**src/rtl/ir_transmit.sv**
```systemverilog
// ir_transmit: serialises an 11-bit command word onto the IR line as three start
//   lows followed by 11 Manchester bits, LSB first ('1' = high/low, '0' = low/high).
// Latency: sda_out falls on the accepting clk edge; a frame lasts 27*HALF_CYC cycles.
// Backpressure: tx_ready only in IDLE; tx_valid while busy is ignored, never queued.
// Ports: clk, rst (async active-low), tx_data[10:0]/tx_valid/tx_ready handshake,
//   sda_out (registered line, idles high), tx_busy, tx_done (1-cycle end pulse).
// Option: define IR_TX_GAP_EN to hold the line idle and busy for GAP_CYC cycles
//   after each frame before tx_ready returns.
module ir_transmit #(
    parameter int HALF_CYC = 44500,
    parameter int GAP_CYC  = 178000
) (
    input  logic        clk,
    input  logic        rst,
    input  logic [10:0] tx_data,
    input  logic        tx_valid,
    output logic        tx_ready,
    output logic        sda_out,
    output logic        tx_busy,
    output logic        tx_done
);

    typedef enum logic [2:0] {
        IDLE,
        PRE_LO,
        PRE_HI,
        GUARD,
        BIT_A,
`ifdef IR_TX_GAP_EN
        BIT_B,
        GAP
`else
        BIT_B
`endif
    } state_t;

    localparam logic [31:0] HALF_LAST = 32'(HALF_CYC - 1);
    localparam logic [31:0] GAP_LAST  = 32'(GAP_CYC - 1);

    state_t      state;
    state_t      state_nxt;
    logic [31:0] half_cnt;
    logic [31:0] cnt_last;
    logic [1:0]  pre_cnt;
    logic [3:0]  bit_idx;
    logic [10:0] shreg;
    logic [10:0] shreg_nxt;
    logic        sda_nxt;
    logic        done_nxt;
    logic        term;
    logic        accept;

`ifdef IR_TX_GAP_EN
    assign cnt_last = (state == GAP) ? GAP_LAST : HALF_LAST;
`else
    logic [31:0] unused_gap_last;
    assign unused_gap_last = GAP_LAST;
    assign cnt_last        = HALF_LAST;
`endif

    assign term     = (half_cnt == cnt_last);
    assign accept   = (state == IDLE) && tx_valid;
    assign tx_ready = (state == IDLE);
    assign tx_busy  = (state != IDLE);

    always_comb begin
        state_nxt = state;
        shreg_nxt = shreg;
        done_nxt  = 1'b0;
        case (state)
            IDLE: begin
                if (tx_valid) begin
                    state_nxt = PRE_LO;
                    shreg_nxt = tx_data;
                end
            end
            PRE_LO: if (term) state_nxt = PRE_HI;
            // pre_cnt increments as PRE_HI ends; the post-increment value of 2
            // (i.e. current value 1) marks the second high half of the preamble.
            PRE_HI: if (term) state_nxt = (pre_cnt == 2'd1) ? GUARD : PRE_LO;
            GUARD:  if (term) state_nxt = BIT_A;
            BIT_A:  if (term) state_nxt = BIT_B;
            BIT_B: begin
                if (term) begin
                    shreg_nxt = {1'b0, shreg[10:1]};
                    if (bit_idx == 4'd10) begin
                        done_nxt = 1'b1;
`ifdef IR_TX_GAP_EN
                        state_nxt = GAP;
`else
                        state_nxt = IDLE;
`endif
                    end else begin
                        state_nxt = BIT_A;
                    end
                end
            end
`ifdef IR_TX_GAP_EN
            GAP: if (term) state_nxt = IDLE;
`endif
            default: state_nxt = IDLE;
        endcase

        // Line level is a function of the state being entered, so sda_out is a
        // plain register aligned with the state register.
        sda_nxt = 1'b1;
        case (state_nxt)
            PRE_LO:  sda_nxt = 1'b0;
            GUARD:   sda_nxt = 1'b0;
            BIT_A:   sda_nxt = shreg_nxt[0];
            BIT_B:   sda_nxt = ~shreg_nxt[0];
            default: sda_nxt = 1'b1;
        endcase
    end

    always_ff @(posedge clk or negedge rst) begin
        if (!rst) begin
            state    <= IDLE;
            half_cnt <= 32'd0;
            pre_cnt  <= 2'd0;
            bit_idx  <= 4'd0;
            shreg    <= 11'd0;
            sda_out  <= 1'b1;
            tx_done  <= 1'b0;
        end else begin
            state   <= state_nxt;
            shreg   <= shreg_nxt;
            sda_out <= sda_nxt;
            tx_done <= done_nxt;

            if ((state == IDLE) || (state_nxt != state)) begin
                half_cnt <= 32'd0;
            end else begin
                half_cnt <= half_cnt + 32'd1;
            end

            if (accept) begin
                pre_cnt <= 2'd0;
            end else if ((state == PRE_HI) && term && (pre_cnt != 2'd2)) begin
                pre_cnt <= pre_cnt + 2'd1;
            end

            if (accept) begin
                bit_idx <= 4'd0;
            end else if ((state == BIT_B) && term && (bit_idx != 4'd10)) begin
                bit_idx <= bit_idx + 4'd1;
            end
        end
    end

endmodule

```
**config.mk**
```make
export PLATFORM = sky130hd
export DESIGN_NAME = ir_transmit
export DESIGN_NICKNAME = d
export VERILOG_FILES = /design/src/rtl/ir_transmit.sv
export SDC_FILE = /design/constraint.sdc
export NUM_CORES = 1
export LEC_CHECK = 0
export ABC_AREA = 1
export CAP_MARGIN = 5
export CORE_UTILIZATION = 50
export DETAILED_ROUTE_END_ITERATION = 8
export GPL_ROUTABILITY_DRIVEN = 0
export GPL_TIMING_DRIVEN = 0
export PLACE_DENSITY = 0.79
export SETUP_SLACK_MARGIN = 0.15
export SLEW_MARGIN = 20
export SYNTH_ARGS = -nofsm -noshare
export SYNTH_HDL_FRONTEND = slang
export SYNTH_SLANG_ARGS = --single-unit
```
**constraint.sdc**
```tcl
create_clock -name clk -period 2.2 [get_ports clk]
set_clock_uncertainty 0.15 [all_clocks]
set_input_delay 0.44 -clock clk [delete_from_list [all_inputs] [get_ports clk]]
set_output_delay 0.44 -clock clk [all_outputs]
set_load 0.05 [all_outputs]
```
; Word-level counts from Yosys, hierarchy flattened
; Cells that the tools add are included.
[op_classes]
n_reduce_logical = 13
bitwise = 1
muxes = 21
addsub = 3
n_eq_ne = 17
[ops]
columns = cell, count
row1 = "32-bit by 1-bit adder with 32-bit output, second input constant", 1
row2 = "32-bit by 16-bit == test with 1-bit output, second input constant", 1
row3 = 32-bit 2-to-1 mux, 1
row4 = 11-bit 2-to-1 mux, 2
row5 = 11-bit one-hot mux with 2 select lines, 1
row6 = 3-bit 2-to-1 mux, 7
row7 = 3-bit one-hot mux with 6 select lines, 1
row8 = "3-bit == test, second input constant", 4
row9 = "3-bit by 2-bit == test with 1-bit output, second input constant", 3
row10 = 4-bit 2-to-1 mux, 2
row11 = "3-bit by 1-bit == test with 1-bit output, second input constant", 2
row12 = 2-bit 2-to-1 mux, 3
row13 = "2-bit != test, second input constant", 3
row14 = 2-bit nonzero test, 3
row15 = 1-bit logical AND, 5
row16 = "4-bit by 1-bit adder with 4-bit output, second input constant", 1
row17 = "4-bit == test, second input constant", 1
row18 = "4-bit != test, second input constant", 1
row19 = 3-bit logical NOT, 1
row20 = 1-bit 2-to-1 mux, 3
row21 = 3-bit != test, 1
row22 = 1-bit one-hot mux with 3 select lines, 1
row23 = 3-bit AND reduction, 1
row24 = 3-bit nonzero test, 1
row25 = other kinds (5), 5
[totals]
register_bits = 54
in_bits = 14

; Longest topological paths before layout
[logic_depth]
word_depth = 7
depth_mapped = 15
mapped_depth_nobuf = 14

; Worst setup path after synthesis
; OpenSTA, ideal clock, no wires.
[synth_path]
kind = register to register
start = register state[0]
end = register half_cnt[11]
period_less_slack_ns = 2.053
setup_time_ns = 0.121
t_arrival_ns = 1.782
stages_incl_launch_ff = 10
setup_slack_ns = 0.147
required_time_ns = 1.929
cell_sequence = dfrtp_1 > nor2_1 > nand2_1 > nor2_1 > a21oi_1 > nand4_1 > nand2_1 > nand2_2 > buf_6 > nor2_2
[synth_via]
elab_chain_len = 5
[synth_lines]
columns = item, line_no
row1 = start: declaration, 40  ; state_t state;
row2 = start signal: assignment, 126  ; state <= state_nxt;
row3 = "3-bit == test, or another cell as far along", 70  ; case (state)
row4 = 3-bit one-hot mux with 6 select lines, 70
row5 = 3-bit != test, 131  ; if ((state == IDLE) || (state_nxt != state)) begin
row6 = 1-bit logical OR *, 131
row7 = 32-bit 2-to-1 mux *, 131
row8 = end signal: assignment, 134  ; half_cnt <= half_cnt + 32'd1;
row9 = end: declaration, 42  ; logic [31:0] half_cnt;
; Mark *: on every way between the ends. The rest lies on a longest branch, timed or not.
; A chain may end at the register's enable or synchronous reset.

; Worst setup path after layout
[layout_path]
start = register half_cnt[19]
end = register half_cnt[5]
[layout_via]
elab_chain_len = 6
[layout_lines]
columns = item, line_no
row1 = 32-bit by 16-bit == test with 1-bit output *, 61  ; assign term = (half_cnt == cnt_last);
row2 = "3-bit 2-to-1 mux, on equally long branches", -
row3 = 3-bit one-hot mux with 6 select lines *, 70
row4 = 3-bit != test *, 131
row5 = 1-bit logical OR *, 131
row6 = 32-bit 2-to-1 mux *, 131
; Marked as above.

==> results.sh <==
export IMPL_totalWireLength_um=7851
export IMPL_fin_area_um2=4220
export IMPL_cell_internal_pwr_uw=1269
export IMPL_dp_hpwl_um=5076
export IMPL_drive_gt1_frac=0.2646
export IMPL_holdWs_ps=19.43
export IMPL_avgRoutedWirePerCell_um=13.73
export IMPL_total_power_uw=1610
export IMPL_first_iter_violations=218
export IMPL_yosys_warnings=0
export IMPL_portBuffers=17
export IMPL_grt_pass1_vias=2807
export IMPL_clk_root_buffer_cell="clkbuf_8"
export IMPL_antenna_found_initial=0
export IMPL_switching_share=0.2115
export IMPL_synth_cell_types=31
export IMPL_die_width_um=83.53
export IMPL_placed_area_um2=3590
export IMPL_tightestPinTransition_ps=670.2
export IMPL_finalSetupViolCount=0
export IMPL_drtPass1Iterations=4
export IMPL_drv_cap=0
export IMPL_hp_class="primary input to async pin"
export IMPL_clkTransAtPathRegs_ps=90
export IMPL_fmax_ghz=0.4657
export IMPL_final_cell_mix="nand2_1, inv_1, nor2_1"
export IMPL_synth_area_leaders="dfrtp_1, nand2_1, inv_1"
export IMPL_area_delta_synth_final_pct=27.00
export IMPL_start_util=0.5204
export IMPL_ios=18
export IMPL_grt_pass1_wl_um=12390
export IMPL_grt_overflow_total=0
export IMPL_dieArea_um2=6976
export IMPL_yosys_area_top_type_share=0.3991
export IMPL_clk_latency_ps=300
export IMPL_die_y_um=83.53
export IMPL_synth_cells=438
export IMPL_critical_path_class="register to register"
export IMPL_rsz0062_at_grt="yes"
export IMPL_pwr_share_seq=0.618
export IMPL_core_area_um2=6386
export IMPL_max_slew_margin=0.5532
export IMPL_via_per_inst=5.278
export IMPL_combPwrFrac=0.028
export IMPL_cts_buffer_depth=2
export IMPL_syn_nets=457
export IMPL_ir_worst_vdd_v=0.0003603
export IMPL_htree_levels=2
export IMPL_syn_area_um2=3323
export IMPL_final_util=0.6609
export IMPL_vias=3019
export IMPL_nNetsFinal=513
export IMPL_post_route_min_period_ps=2147
export IMPL_drc=0
export IMPL_yosys_area_top_type="dfrtp_1"
export IMPL_p_switching_uw=340.4
export IMPL_status="completed"
export IMPL_ys_seq_elements=54
export IMPL_arrival_ps=2240
export IMPL_p_leak_uw=0.001880
export IMPL_fin_crit_sh=0.9761
export IMPL_grt_start_max_net_pins=55
export IMPL_slew_viol_final=0
export IMPL_p_clk_frac=0.355
export IMPL_rows=29
export IMPL_cts_buffers=5
export IMPL_cts_sinks=54
export IMPL_power_density_nw_per_um2=381.4
export IMPL_cts_tree="built"
export IMPL_ant_nets=0
export IMPL_worstPathMaxFanout=8
export IMPL_ys_seq_area_frac=0.4070
export IMPL_antenna_cells=0
export IMPL_startpoint_type="register"
export IMPL_grt_usage=0.2163
export IMPL_syn_area_per_cell_um2=7.587
export IMPL_hold_viol=0
export IMPL_end_kind="register"
export IMPL_layout_commonest_cell="nand2_1"
export IMPL_required_ps=2290
metrics by stage:
stage / cells / TNS, ps / setup slack [ps]
floorplan: 438 / 0 / 214.2
global placement: 532 / -58840 / -1104
detailed placement: 532 / 0 / 0.9670
CTS: 551 / 0 / 93.20
global route: 572 / -2447 / -88.75
finish: 572 / 0 / 52.63
sequential cells by signal, indices dropped and copies added (netlist names):
name,cells
half_cnt,32
shreg,11
bit_idx,4
state,3
pre_cnt,2
sda_out,1
tx_done,1
synth_stat cells:
cell type	n
a21boi_1	1
a21oi_1	7
and3_1	1
buf_2	3
buf_6	3
clkbuf_1	2
dfrtp_1	53
dfstp_2	1
ha_1	5
inv_1	66
inv_2	3
nand2_1	94
nand2_2	3
nand3_1	17
nand3_2	3
nand3b_1	3
nand4_1	12
nor2_1	58
nor2_2	32
nor2_4	2
nor3_1	16
nor3_2	1
nor3_4	1
nor4_1	2
o211ai_1	1
o21a_1	1
o21ai_0	7
o221ai_1	9
o22a_1	1
xnor2_1	4
xor2_1	26
cells by family (layout without fill, tap and decap cells):
group                      after synthesis  count (layout)  share of synthesized area
and+or+nand+nor                        245             245                     0.3460
adders and majority gates                5               5                    0.01883
buffers and inverters                   77             134                    0.09488
xor gates and xnor gates                30              30                    0.07907
AOI/OAI and AO/OA                       27              27                    0.05422
DFF                                     54              54                     0.4070
critical path: stages, from the launching register on:
cell	delay, ps
dfrtp_2	440
nor2_1	150
nand2_2	100
nor2_1	120
nand2_1	110
nor2_4	220
nand2_1	80
nand2_1	80
nand4_1	110
nand2_2	140
nand2_8	120
clkbuf_16	190
nor2_2	70
routing by layer:
metal	routed length [µm]	part of all wire	track usage	up-vias
met3	368	0.047	0.03561	19
li1	-	-	-	1482
met5	0	0	0	-
met1	3338	0.43	0.2786	1434
met2	3963	0.50	0.3674	84
met4	181	0.023	0.08012	0
power by group through the flow:
stage	sequential (µW)	clock [µW]	combinational (µW)
floorplan	1010	0	2.90
global placement	1010	0	46.2
detailed placement	1010	0	46.5
CTS	994	584	46.5
global route	995	624	51.9
finish	994	571	44.4
timing repair:
item,in CTS,in global routing
setup buffers,10,19
gates cloned,1,2
endpoints found under the setup margin,45,52
gates resized for setup,31,63
pin swaps,1,19
hold buffers,0,0
worst paths after layout:
kind	start	endpoint	slack (ps)	depth (start not counted)
max in group asynchronous	rst	half_cnt[4]$_DFF_PN0_	1400	1
min in group clk	shreg[10]$_DFFE_PN0P_	shreg[10]$_DFFE_PN0P_	400	2
max	half_cnt[19]$_DFF_PN0_	half_cnt[5]$_DFF_PN0_	50	12
min	rst	half_cnt[11]$_DFF_PN0_	20	1
min reg2reg	shreg[10]$_DFFE_PN0P_	shreg[10]$_DFFE_PN0P_	400	2
max reg2reg	half_cnt[19]$_DFF_PN0_	half_cnt[5]$_DFF_PN0_	50	12
final cells by class:
type / count / area [µm²]
Fill cell: 529 / 2166
Multi-Input combinational cell: 307 / 1843
Sequential cell: 54 / 1361
Timing Repair Buffer: 49 / 460.4
Inverter: 69 / 259.0
Buffer: 8 / 108.9
Tap cell: 77 / 96.34
Clock buffer: 7 / 86.33
Clock inverter: 1 / 5.005
No activity file was read; power rests on OpenSTA's default activity.
